`config.mk`:
```
export PLATFORM = sky130hd
export DESIGN_NAME = pixel_scan_ctrl
export DESIGN_NICKNAME = d
export VERILOG_FILES = /design/src/rtl/pixel_scan_ctrl.sv
export SDC_FILE = /design/constraint.sdc
export NUM_CORES = 1
export LEC_CHECK = 0
export BUFFER_PORTS_ARGS = -buffer_cell sky130_fd_sc_hd__buf_2
export CAP_MARGIN = 20
export CELL_PAD_IN_SITES_DETAIL_PLACEMENT = 1
export CELL_PAD_IN_SITES_GLOBAL_PLACEMENT = 2
export CORE_ASPECT_RATIO = 1.25
export CORE_MARGIN = 5
export CORE_UTILIZATION = 33
export CTS_CLUSTER_DIAMETER = 150
export DETAILED_ROUTE_END_ITERATION = 12
export PLACE_DENSITY = 0.9
export SETUP_SLACK_MARGIN = 0.2
export SKIP_LAST_GASP = 1
export SLEW_MARGIN = 20
export SYNTH_ARGS = -nofsm -noshare
export SYNTH_HDL_FRONTEND = slang
export SYNTH_SLANG_ARGS = --single-unit
```
`constraint.sdc`:
```
create_clock -name clk50 -period 3.1 [get_ports clk50]
set_input_delay 0 -clock clk50 [delete_from_list [all_inputs] [get_ports clk50]]
set_output_delay 0 -clock clk50 [all_outputs]
set_load 0.1 [all_outputs]
```
`src/rtl/pixel_scan_ctrl.sv`:
```
// Raster-scan address sequencer for the banked pixel store.
// Emits one bank/row/column address beat per valid/ready transfer, with optional line blanking.
module pixel_scan_ctrl #(
  parameter int H_ACTIVE      = 1448,
  parameter int V_ACTIVE      = 1072,
  parameter int ROWS_PER_BANK = 67,
  parameter int NUM_BANKS     = 16,
  parameter int HBLANK        = 0
) (
  input  logic        clk50,
  input  logic        rst_n,
  input  logic        start,
  input  logic        abort,
  input  logic        cont_mode,
  input  logic        rd_ready,
  output logic        rd_valid,
  output logic [3:0]  bank_sel,
  output logic [6:0]  bank_row,
  output logic [11:0] pix_row,
  output logic [11:0] pix_col,
  output logic        sof,
  output logic        eol,
  output logic        eof,
  output logic        busy,
  output logic [15:0] frame_cnt
);

  generate
    if (NUM_BANKS * ROWS_PER_BANK != V_ACTIVE) begin : g_geom_err
      $error("pixel_scan_ctrl: NUM_BANKS*ROWS_PER_BANK must equal V_ACTIVE");
    end
  endgenerate

  localparam int HBW = (HBLANK > 1) ? $clog2(HBLANK) : 1;
  localparam logic [HBW-1:0] HB_LAST   = HBW'((HBLANK > 0) ? HBLANK - 1 : 0);
  localparam logic [11:0]    COL_LAST  = 12'(H_ACTIVE - 1);
  localparam logic [11:0]    ROW_LAST  = 12'(V_ACTIVE - 1);
  localparam logic [6:0]     BROW_LAST = 7'(ROWS_PER_BANK - 1);
  // Flags of the all-zero address, loaded whenever a frame (re)starts
  localparam logic ZERO_EOL = (H_ACTIVE == 1);
  localparam logic ZERO_EOF = (H_ACTIVE == 1) && (V_ACTIVE == 1);

  typedef enum logic [1:0] {S_IDLE, S_SCAN, S_HBLANK} state_t;
  state_t state;

  logic [HBW-1:0] hb_cnt;
  logic [11:0]    col_n, row_n;
  logic [6:0]     brow_n;
  logic [3:0]     bank_n;
  logic           line_end, last_pix;

  // Next address; only consumed when the current beat is not the final pixel
  always_comb begin
    line_end = (pix_col == COL_LAST);
    last_pix = line_end && (pix_row == ROW_LAST);
    col_n    = pix_col + 12'd1;
    row_n    = pix_row;
    brow_n   = bank_row;
    bank_n   = bank_sel;
    if (line_end) begin
      col_n = '0;
      row_n = pix_row + 12'd1;
      if (bank_row == BROW_LAST) begin
        brow_n = '0;
        bank_n = bank_sel + 4'd1;
      end else begin
        brow_n = bank_row + 7'd1;
      end
    end
  end

  always_ff @(posedge clk50 or negedge rst_n) begin
    if (!rst_n) begin
      state <= S_IDLE; rd_valid <= 1'b0; busy <= 1'b0;
      sof <= 1'b0; eol <= 1'b0; eof <= 1'b0;
      bank_sel <= '0; bank_row <= '0; pix_row <= '0; pix_col <= '0;
      frame_cnt <= '0; hb_cnt <= '0;
    end else if (abort) begin
      state <= S_IDLE; rd_valid <= 1'b0; busy <= 1'b0;
      sof <= 1'b0; eol <= 1'b0; eof <= 1'b0;
      bank_sel <= '0; bank_row <= '0; pix_row <= '0; pix_col <= '0;
      hb_cnt <= '0;
    end else begin
      case (state)
        S_IDLE: if (start) begin
          state <= S_SCAN; rd_valid <= 1'b1; busy <= 1'b1;
          sof <= 1'b1; eol <= ZERO_EOL; eof <= ZERO_EOF;
        end
        S_SCAN: if (rd_ready) begin
          hb_cnt <= '0;
          if (last_pix) begin
            frame_cnt <= frame_cnt + 16'd1;
            bank_sel <= '0; bank_row <= '0; pix_row <= '0; pix_col <= '0;
            sof <= 1'b1; eol <= ZERO_EOL; eof <= ZERO_EOF;
            if (!cont_mode) begin
              state <= S_IDLE; rd_valid <= 1'b0; busy <= 1'b0;
              sof <= 1'b0; eol <= 1'b0; eof <= 1'b0;
            end else if (HBLANK > 0) begin
              state <= S_HBLANK; rd_valid <= 1'b0;
            end
          end else begin
            pix_col <= col_n; pix_row <= row_n; bank_row <= brow_n; bank_sel <= bank_n;
            sof <= (col_n == 12'd0) && (row_n == 12'd0);
            eol <= (col_n == COL_LAST);
            eof <= (col_n == COL_LAST) && (row_n == ROW_LAST);
            if (line_end && HBLANK > 0) begin
              state <= S_HBLANK; rd_valid <= 1'b0;
            end
          end
        end
        S_HBLANK: begin
          if (hb_cnt == HB_LAST) begin
            state <= S_SCAN; rd_valid <= 1'b1;
          end else begin
            hb_cnt <= hb_cnt + HBW'(1);
          end
        end
        default: state <= S_IDLE;
      endcase
    end
  end

endmodule

```
; Word level (Yosys, flattened, before mapping)
; Cells that the tools add are included.
; W data, S select, Z words.
[totals]
register_bits = 59
latchBits = 0
mem_bits_rw = 0
mem_bits_ro = 0
inputBits = 6
out_inout_bits = 56
wordCells = 109
memories = 0
[classes]
addsub = 6
n_mul = 0
div = 0
magnitude_cmp = 0
n_eq_ne = 12
shifts = 0
mux = 56
bitwise_logic = 1
n_reduce_logical = 22
[ops]
columns = op, count
row1 = $mux W12, 10
row2 = $eq A12 B11 Y1 const B, 4
row3 = $mux W7, 6
row4 = $add A12 B1 Y12 const B, 2
row5 = $logic_not A12 Y1, 2
row6 = $mux W4, 6
row7 = $mux W1, 21
row8 = $add A16 B1 Y16 const B, 1
row9 = $ne A3 B3 Y1 const B, 5
row10 = $mux W2, 6
row11 = $reduce_bool A3 Y1, 4
row12 = $pmux W1 S2, 5
row13 = $reduce_and A5 Y1, 2
row14 = $reduce_and A4 Y1, 2
row15 = $add A7 B1 Y7 const B, 1
row16 = $eq A7 B7 Y1 const B, 1
row17 = $pmux W2 S3, 1
row18 = $reduce_and A3 Y1, 2
row19 = $reduce_and A6 Y1, 1
row20 = $add A4 B1 Y4 const B, 1
row21 = $reduce_and A2 Y1, 2
row22 = $reduce_bool A2 Y1, 2
row23 = $reduce_bool A4 Y1, 1
row24 = $logic_and A1 B1 Y1, 3
row25 = other kinds (6), 6

; Depth between registers and ports, before layout
; Gate-level depths: netlist of run 1.
[logic_depth]
ltp_word = 8
depth_mapped = 9
mapped_depth_nobuf = 7

; Worst setup path after synthesis of run 1
; OpenSTA, ideal clock, no wires.
[synth_timing]
kind = register to register
start = register pix_col[1]
end = register frame_cnt[7]
setup_ns = 0.158
t_arrival_ns = 2.963
required_ns = 2.942
slack_ns = -0.022
path_stages_with_launch = 9
n_path_buf = 1
synth_period_minus_slack_ns = 3.122
cell_sequence = dfrtp_1 > ha_1 > nand4_1 > or3_1 > buf_6 > nor4_4 > and3_4 > nand3_1 > xnor2_1
[synth_between]
elab_chain_cells = 3
[synth_lines]
columns = item, line_no
row1 = start: declaration, 20  ; output logic [11:0] pix_col,
row2 = start signal: assignment, 102  ; pix_col <= col_n; pix_row <= row_n; bank_row <= brow_n; bank_sel <= bank_n;
row3 = $eq A12 B11 Y1, 54  ; line_end = (pix_col == COL_LAST);
row4 = $logic_and A1 B1 Y1, 55  ; last_pix = line_end && (pix_row == ROW_LAST);
row5 = $reduce_and A4 Y1 (no source line), -
row6 = end signal: assignment, 92  ; frame_cnt <= frame_cnt + 16'd1;
row7 = end: declaration, 25  ; output logic [15:0] frame_cnt
; Every way passes these cells.
; A chain may end at the register's enable or synchronous reset.

; Worst setup path after layout of run 1
[layout_timing]
start = register pix_col[1]
end = register eof
[layout_between]
elab_chain_cells = 8
elab_cells_between_ends = 12
cone_classes = add/sub: 1 / eq/ne: 3 / mux: 6 / reduce/logical: 2
[layout_lines]
columns = item, line_no
row1 = $add A12 B1 Y12 or $eq A12 B11 Y1 (tied branches), "56, 54"
row2 = $mux W12, 60  ; if (line_end) begin
row3 = $eq A12 B11 Y1, 105  ; eof <= (col_n == COL_LAST) && (row_n == ROW_LAST);
row4 = $logic_and A1 B1 Y1, 105
row5 = $mux W1 (*), 91  ; if (last_pix) begin
row6 = $mux W1 (*), 89  ; S_SCAN: if (rd_ready) begin
row7 = $pmux W1 S2 (*), 84  ; case (state)
row8 = $mux W1 (*), 78  ; end else if (abort) begin
row9 = end signal: assignment, 105
row10 = end: declaration, 23  ; output logic eof,
; Every way passes the cells marked *; elsewhere a longest branch is shown, timed or not. The select of a mux whose other input is x is not followed.

==> impl_metrics.csv, run 1 <==
group,metric,value,unit
timing,worst_slack,486.9,ps
synthesis,synth_top_cell_area_share,0.4079,
clocking,h-tree-depth,2,
detailed_routing,num_vias,3178,
synthesis,synth_common_cells,"dfrtp_1, nor2_1, nand2_1, o21ai_0, clkbuf_1",
timing,hold_slack,37.31,ps
synthesis,synth-seq-cells,55,
synthesis,synth.area.top_cells,"dfrtp_1, xor2_1, nor2_1",
setup_path,path_class,"flip-flop to flip-flop",
layout,drive_gt1_frac,0.2358,
detailed_routing,post-route-drc-count,0,
synthesis,synthCells,387,
timing,finalSetupViolCount,0,
setup_path,cp-start-kind,"flip-flop",
synthesis,synthFlopType,"dfrtp_1",
timing,fmax,382.7,MHz
timing,rsz0062_at_grt,"false",
clocking,cts-root-buf,"clkbuf_16",
clocking,clkSlewWorstSetupHoldPaths,70,ps
power,seqPwrFrac,0.460,
layout,area_delta_synth_final,18.65,%
setup_path,cp_data_required_time,3300,ps
global_routing,grt-ovfl-total,0,
floorplanning,initial_core_util,0.3356,
timing,slew_headroom,0.4053,
synthesis,yosysTopAreaCell,"dfrtp_1",
floorplanning,die_area,12360,sq um
detailed_routing,drt_pass1_iterations,5,
power,switchingPower,474.7,uW
global_routing,antenna_found_initial,0,
global_routing,grt_max_degree,37,
synthesis,yosysSeqAreaShare,0.4079,
floorplanning,row_count,41,
synthesis,synth_area,3374,sq um
synthesis,syn_avg_cell_area,8.720,sq um
power,power.density,407.3,nW/um^2
timing,fin_tns_setup,0,ps
detailed_routing,ant_nets,0,
global_routing,grt_usage,0.1627,
clocking,numCtsBuffers,5,
clocking,tritoncts,"built",
place,io_buffers,61,
synthesis,ys_types,52,
setup_path,crit_arrival,2810,ps
synthesis,synth_fp_nets,400,
synthesis,ys_warn_count,0,
timing,timing.final.crit_share,0.8430,
detailed_routing,finalWirelength,9937,microns
clocking,cts.path.max_buffers,2,
timing,worst_pin_slew,888.8,ps
layout,stdcell_count,570,
detailed_routing,via_per_inst,5.575,
synthesis,synth.most_common_cell,"dfrtp_1",
detailed_routing,drt_iter0_drc,165,
setup_path,cp_max_fo,8,
power,power_frac_comb,0.136,
setup_path,endpoint_kind,"flip-flop",
hold_path,hold_class,"primary input to flip-flop",
detailed_routing,post_drt_wl_per_cell,17.43,microns
run_status,status,"complete, no violations",
floorplanning,fp.dieH,123.1,microns
timing,hold_viol,0,
layout,diodes,0,
power,clkPwrFrac,0.404,
synthesis,async_reset_ff_frac,1.000,
floorplanning,coreArea,10050,sq um
place,post-place-cells,557,
clocking,clkSinkCount,55,
clocking,clock_latency,300,ps
synthesis,synth_edf_count,0,
power,internal-power,1.156,mW
place,dp_hpwl,7563,microns
power,leakage,1.879,nW
run,maxCapViolCount,0,
place,gp_congestion,0.8347,
power,p_sw_frac,0.2911,
floorplanning,boundaryPins,62,
layout,final_core_util,0.3982,
global_routing,grt_pass1_vias,3121,
power,ir_drop,0.0001966,V
global_routing,grt_pass1_wl,16240,microns
timing,worst_clock_skew,11.84,ps
place,preCtsSetupSlack,172.1,ps
timing,final.min_clock_period,2613,ps
floorplanning,die_x,100.4,microns
layout,layout.nets,453,
timing,maxSlewViolCount,0,
## state kept, by name, summed over array words and instances (netlist names)
register and count:
frame_cnt 16, bank_sel 4, eof 1, bank_row 7, rd_valid 1, eol 1
pix_col 12, pix_row 12, sof 1
## cells in the final DEF, fill, tap and decap left out, types with 6 or more instances in the layout
cell,instances
dfrtp_2,10
inv_1,8
nand3_1,19
nand2_1,32
and3_1,8
nor3_1,16
buf_2,61
buf_4,10
dfrtp_1,45
nor2_1,41
xnor2_1,14
xor2_1,18
ha_1,7
a21oi_1,16
o31ai_1,6
nand4_1,15
o21ai_0,29
## cell type report
cell class / instances / area [sq um]
multi-input combinational: 297 / 1851
fill: 1236 / 6051
clock inverter: 3 / 47.55
tap: 129 / 161.4
clock buffer: 5 / 125.1
inverter: 8 / 30.03
timing repair buffer: 73 / 400.4
sequential: 55 / 1389
## cell families after synthesis
group | count (synthesis) | share of synthesized area
AND/OR/NAND/NOR | 171 | 0.2659
AO/OA/AOI/OAI | 82 | 0.1565
flip-flops | 55 | 0.4079
buffers and inverters | 35 | 0.04524
XOR/XNOR | 32 | 0.08306
adder cells (fa/ha/maj) | 7 | 0.02595
multiplexers | 5 | 0.01557
## worst paths after layout
path	startpoint	to	slack (ps)	cells after the start
worst max-delay path	pix_col[1]	eof	490	7
worst min-delay path	cont_mode	rd_valid	40	3
worst max register to register	pix_col[1]	eof	490	7
worst min register to register	frame_cnt[15]	frame_cnt[15]	480	1
max in group asynchronous	rst_n	pix_col[1]	1920	3
min in group asynchronous	rst_n	frame_cnt[7]	340	2
## metal layers
metal,share of wire,global-route usage,wire length (microns),up-vias
met5,0,0,0,-
met4,0.021,0.04886,212,0
met3,0.041,0.02822,403,17
met2,0.51,0.2819,5062,60
met1,0.43,0.2067,4258,1601
li1,-,-,-,1500
## stage by stage
stage	power, mW	cell area, sq um
2_1_floorplan	0.9240	3387
3_3_place_gp	0.9815	3784
3_5_place_dp	0.9870	3784
4_1_cts	1.657	3976
5_1_grt	1.698	4004
6_report	1.631	4004
## worst max-delay path, cell delays in order, from the launching register on
cell	delay [ps]
dfrtp_2	410
ha_1	300
nand3_1	290
nor3_1	440
xor2_1	270
nand4_1	120
or4_1	460
o31ai_1	240
## timing repair
item / CTS / global route
pin swaps: 1 / 1
setup buffers: 0 / 3
hold buffers: 2 / 0
endpoints found under the hold margin: 36 / 0
gates resized for setup: 0 / 1
cloned: 0 / 0
endpoints found under the setup margin: 3 / 10
## power by group through the flow
| stage | registers (mW) | clock network, mW | logic, mW |
|---|---|---|---|
| global placement | 0.763 | 0 | 0.218 |
| global route | 0.752 | 0.709 | 0.237 |
| CTS | 0.750 | 0.682 | 0.225 |
| floorplan | 0.864 | 0 | 0.0598 |
| detailed placement | 0.765 | 0 | 0.222 |
| finish | 0.750 | 0.659 | 0.222 |
(Power assumes the default switching activity.)
==> run 2, diff against run 1 <==
--- a/config.mk
+++ b/config.mk
@@ -5,16 +5,17 @@
 export SDC_FILE = /design/constraint.sdc
 export NUM_CORES = 1
 export LEC_CHECK = 0
+export ABC_AREA = 1
 export BUFFER_PORTS_ARGS = -buffer_cell sky130_fd_sc_hd__buf_2
 export CAP_MARGIN = 20
 export CELL_PAD_IN_SITES_DETAIL_PLACEMENT = 1
 export CELL_PAD_IN_SITES_GLOBAL_PLACEMENT = 2
 export CORE_ASPECT_RATIO = 1.25
 export CORE_MARGIN = 5
-export CORE_UTILIZATION = 33
+export CORE_UTILIZATION = 28
 export CTS_CLUSTER_DIAMETER = 150
 export DETAILED_ROUTE_END_ITERATION = 12
-export PLACE_DENSITY = 0.9
+export PLACE_DENSITY = 0.86
 export SETUP_SLACK_MARGIN = 0.2
 export SKIP_LAST_GASP = 1
 export SLEW_MARGIN = 20
==> constraint.sdc (replaced) <==
create_clock -name clk50 -period 2.3 [get_ports clk50]
set_input_delay 0 -clock clk50 [delete_from_list [all_inputs] [get_ports clk50]]
set_output_delay 0 -clock clk50 [all_outputs]
set_load 0.1 [all_outputs]
==> run 2 against run 1 <==
  * Power up 37%
  * Clock skew down 2.7 ps
  * Fmax up 30%
  * Non-clock buffer count up 14
  * Via count up 4.2%
  * Clock power up 17%
  * Largest cell class unchanged
==> impl_metrics.csv, run 2 <==
group,metric,value,unit
layout,regMostFlops,"frame_cnt",
hold_path,min_path_cells,3,
layout,largest_reg_flops,16,
setup_path,r2r_cells,12,
timing,timing.final.crit_share,0.8745,
synthesis,synth_edf_count,0,
power,ir_drop,0.0003695,V
setup_path,r2r-start,"pix_col[0]",
place,gp_congestion,0.8264,
timing,fin_tns_setup,0,ps
hold_path,hold_end,"sof",
global_routing,grt-ovfl-total,0,
clocking,clock_latency,300,ps
synthesis,ys_warn_count,0,
layout,top_regs,"frame_cnt (16), pix_col (12), pix_row (12)",
floorplanning,die_area,14170,sq um
detailed_routing,via_per_inst,4.774,
detailed_routing,post_drt_wl_per_cell,15.40,microns
layout,regArea,1424,sq um
floorplanning,initial_core_util,0.2863,
timing,slew_headroom,0.6178,
place,dpl-instance-area,3983,sq um
synthesis,yosysSeqAreaShare,0.4138,
run,maxCapViolCount,0,
setup_path,cp-start-kind,"flip-flop",
layout,layout_common_cells,"nand2_1, buf_2, inv_1",
power,power.density,513.6,nW/um^2
synthesis,synth-seq-cells,55,
timing,hold_slack,47.85,ps
setup_path,cp_max_fo,9,
timing,rsz0062_at_grt,"true",
detailed_routing,drt_pass1_iterations,4,
synthesis,synthFlopType,"dfrtp_1",
setup_path,cp-startpoint,"pix_col[0]",
clocking,tritoncts,"built",
setup_path,cp_top_family,"simple AND/OR/NAND/NOR gates",
synthesis,syn_avg_cell_area,7.507,sq um
layout,postLayoutCellArea,4348,sq um
clocking,cts-root-buf,"clkbuf_16",
setup_path,crit_buf_inv,2,
synthesis,synth_top_cell_area_share,0.4138,
timing,worst_clock_skew,9.193,ps
setup_path,cp_slowest_stage_delay,450,ps
synthesis,ys_types,34,
setup_path,r2r-end,"sof",
floorplanning,coreArea,11620,sq um
timing,worst_pin_slew,565.8,ps
setup_path,path_class,"flip-flop to flip-flop",
clocking,h-tree-depth,2,
clocking,clkSinkCount,55,
floorplanning,die_x,107.5,microns
setup_path,cp_slowest_cell,"dfrtp_4",
synthesis,synthCells,443,
place,dp_hpwl,8316,microns
setup_path,path_cells,"ha_4 > nand3_1 > nor2_2 > nand2_4 > inv_2 > nor2_2 > buf_4 > nor2b_1 > nand3_1 > nor2_1 > nand2_1 > a21oi_1",
synthesis,synth_fp_nets,456,
setup_path,rrSetupSlack,290,ps
layout,diodes,0,
detailed_routing,num_vias,3313,
synthesis,yosysTopAreaCell,"dfrtp_1",
layout,final_common_cell,"nand2_1",
global_routing,grt_max_degree,37,
hold_path,hold_class,"primary input to flip-flop",
synthesis,synth.most_common_cell,"nand2_1",
synthesis,synth.area.top_cells,"dfrtp_1, nand2_1, inv_1",
clocking,cts.path.max_buffers,2,
detailed_routing,finalWirelength,10690,microns
hold_path,hp-start,"cont_mode",
layout,area_delta_synth_final,30.74,%
timing,fmax,497.2,MHz
floorplanning,fp.dieH,131.9,microns
timing,finalSetupViolCount,0,
synthesis,synth_common_cells,"nand2_1, dfrtp_1, inv_1, nor2_1, nand3_1",
timing,final.min_clock_period,2011,ps
global_routing,grt_pass1_vias,3607,
setup_path,crit_arrival,2230,ps
clocking,numCtsBuffers,5,
detailed_routing,drt_iter0_drc,99,
place,io_buffers,61,
power,total_power,2.233,mW
synthesis,synth_area,3326,sq um
detailed_routing,ant_nets,0,
global_routing,grt_pass1_wl,17880,microns
layout,layout.nets,545,
setup_path,cp_data_required_time,2520,ps
timing,maxSlewViolCount,0,
run_status,status,"complete, no violations",
layout,drive_gt1_frac,0.3283,
synthesis,async_reset_ff_frac,1.000,
floorplanning,row_count,44,
floorplanning,boundaryPins,62,
layout,fillers,1452,
setup_path,endpoint_kind,"flip-flop",
layout,multi_input_area,1815,sq um
layout,final_core_util,0.3743,
global_routing,grt_usage,0.1546,
power,leakage,2.218,nW
timing,hold_viol,0,
detailed_routing,post-route-drc-count,0,
global_routing,antenna_found_initial,0,
clocking,clkSlewWorstSetupHoldPaths,70,ps
==> run 2: worst register-to-register path, delay by kind of cell, from the launching register on <==
| kind | cells | cell delay [ps] |
|---|---|---|
| and+or+nand+nor | 8 | 920 |
| DFF | 1 | 450 |
| buffers and inverters | 2 | 260 |
| adders and majority gates | 1 | 170 |
| AOI/OAI and AO/OA | 1 | 130 |
==> run 2: cell families (layout without fill, tap and decap cells) <==
group / Yosys count / in the layout / share of synthesized area
fa+ha+maj: 7 / 7 / 0.02633
flops: 55 / 55 / 0.4138
simple gates: 239 / 239 / 0.3281
xor+xnor: 21 / 21 / 0.05530
compound gates: 53 / 53 / 0.09255
mux: 2 / 2 / 0.006772
buf+inv: 66 / 156 / 0.07712
==> run 2: what timing repair did <==
action                                 CTS  global route
setup endpoints to repair                6            14
pin swaps                                1            14
resized for setup                        6            24
setup buffers                            2            11
endpoints found under the hold margin   21             0
hold buffers                             3             0
==> run 2: how the worst max path moves through the flow <==
stage,end,slack (ps),cells past startpoint
3_3_place_gp,frame_cnt[14],50,7
4_1_cts,sof,210,12
3_5_place_dp,frame_cnt[14],70,7
2_1_floorplan,frame_cnt[10],160,11
6_report,sof,290,12
5_1_grt,sof,140,12
==> run 2: area by class of cell <==
cell class / instances / area share
Multi-Input combinational cell: 322 / 0.4176
Inverter: 61 / 0.05266
Clock inverter: 2 / 0.002878
Tap cell: 161 / 0.04633
Clock buffer: 6 / 0.02964
Sequential cell: 55 / 0.3275
Timing Repair Buffer: 87 / 0.1235
==> run 2: routing by layer <==
metal	wire, microns	GRT usage	share of wire
met5	0	0	0
met4	134	0.03719	0.013
met3	317	0.02450	0.030
met2	5831	0.2884	0.55
met1	4406	0.1819	0.41
==> run 2: through the flow <==
step,std cells,setup slack [ps]
after global placement,670,54.35
after floorplan,443,155.2
after global routing,694,139.5
after CTS,683,209.6
final,694,288.6
after detailed placement,670,71.54
==> run 2: power breakdown <==
| group | total (mW) | switching [mW] | internal (mW) |
|---|---|---|---|
| registers | 1.03 | 0.0361 | 0.998 |
| clock network | 0.773 | 0.369 | 0.404 |
| logic | 0.426 | 0.345 | 0.0816 |
| total | 2.23 | 0.750 | 1.48 |
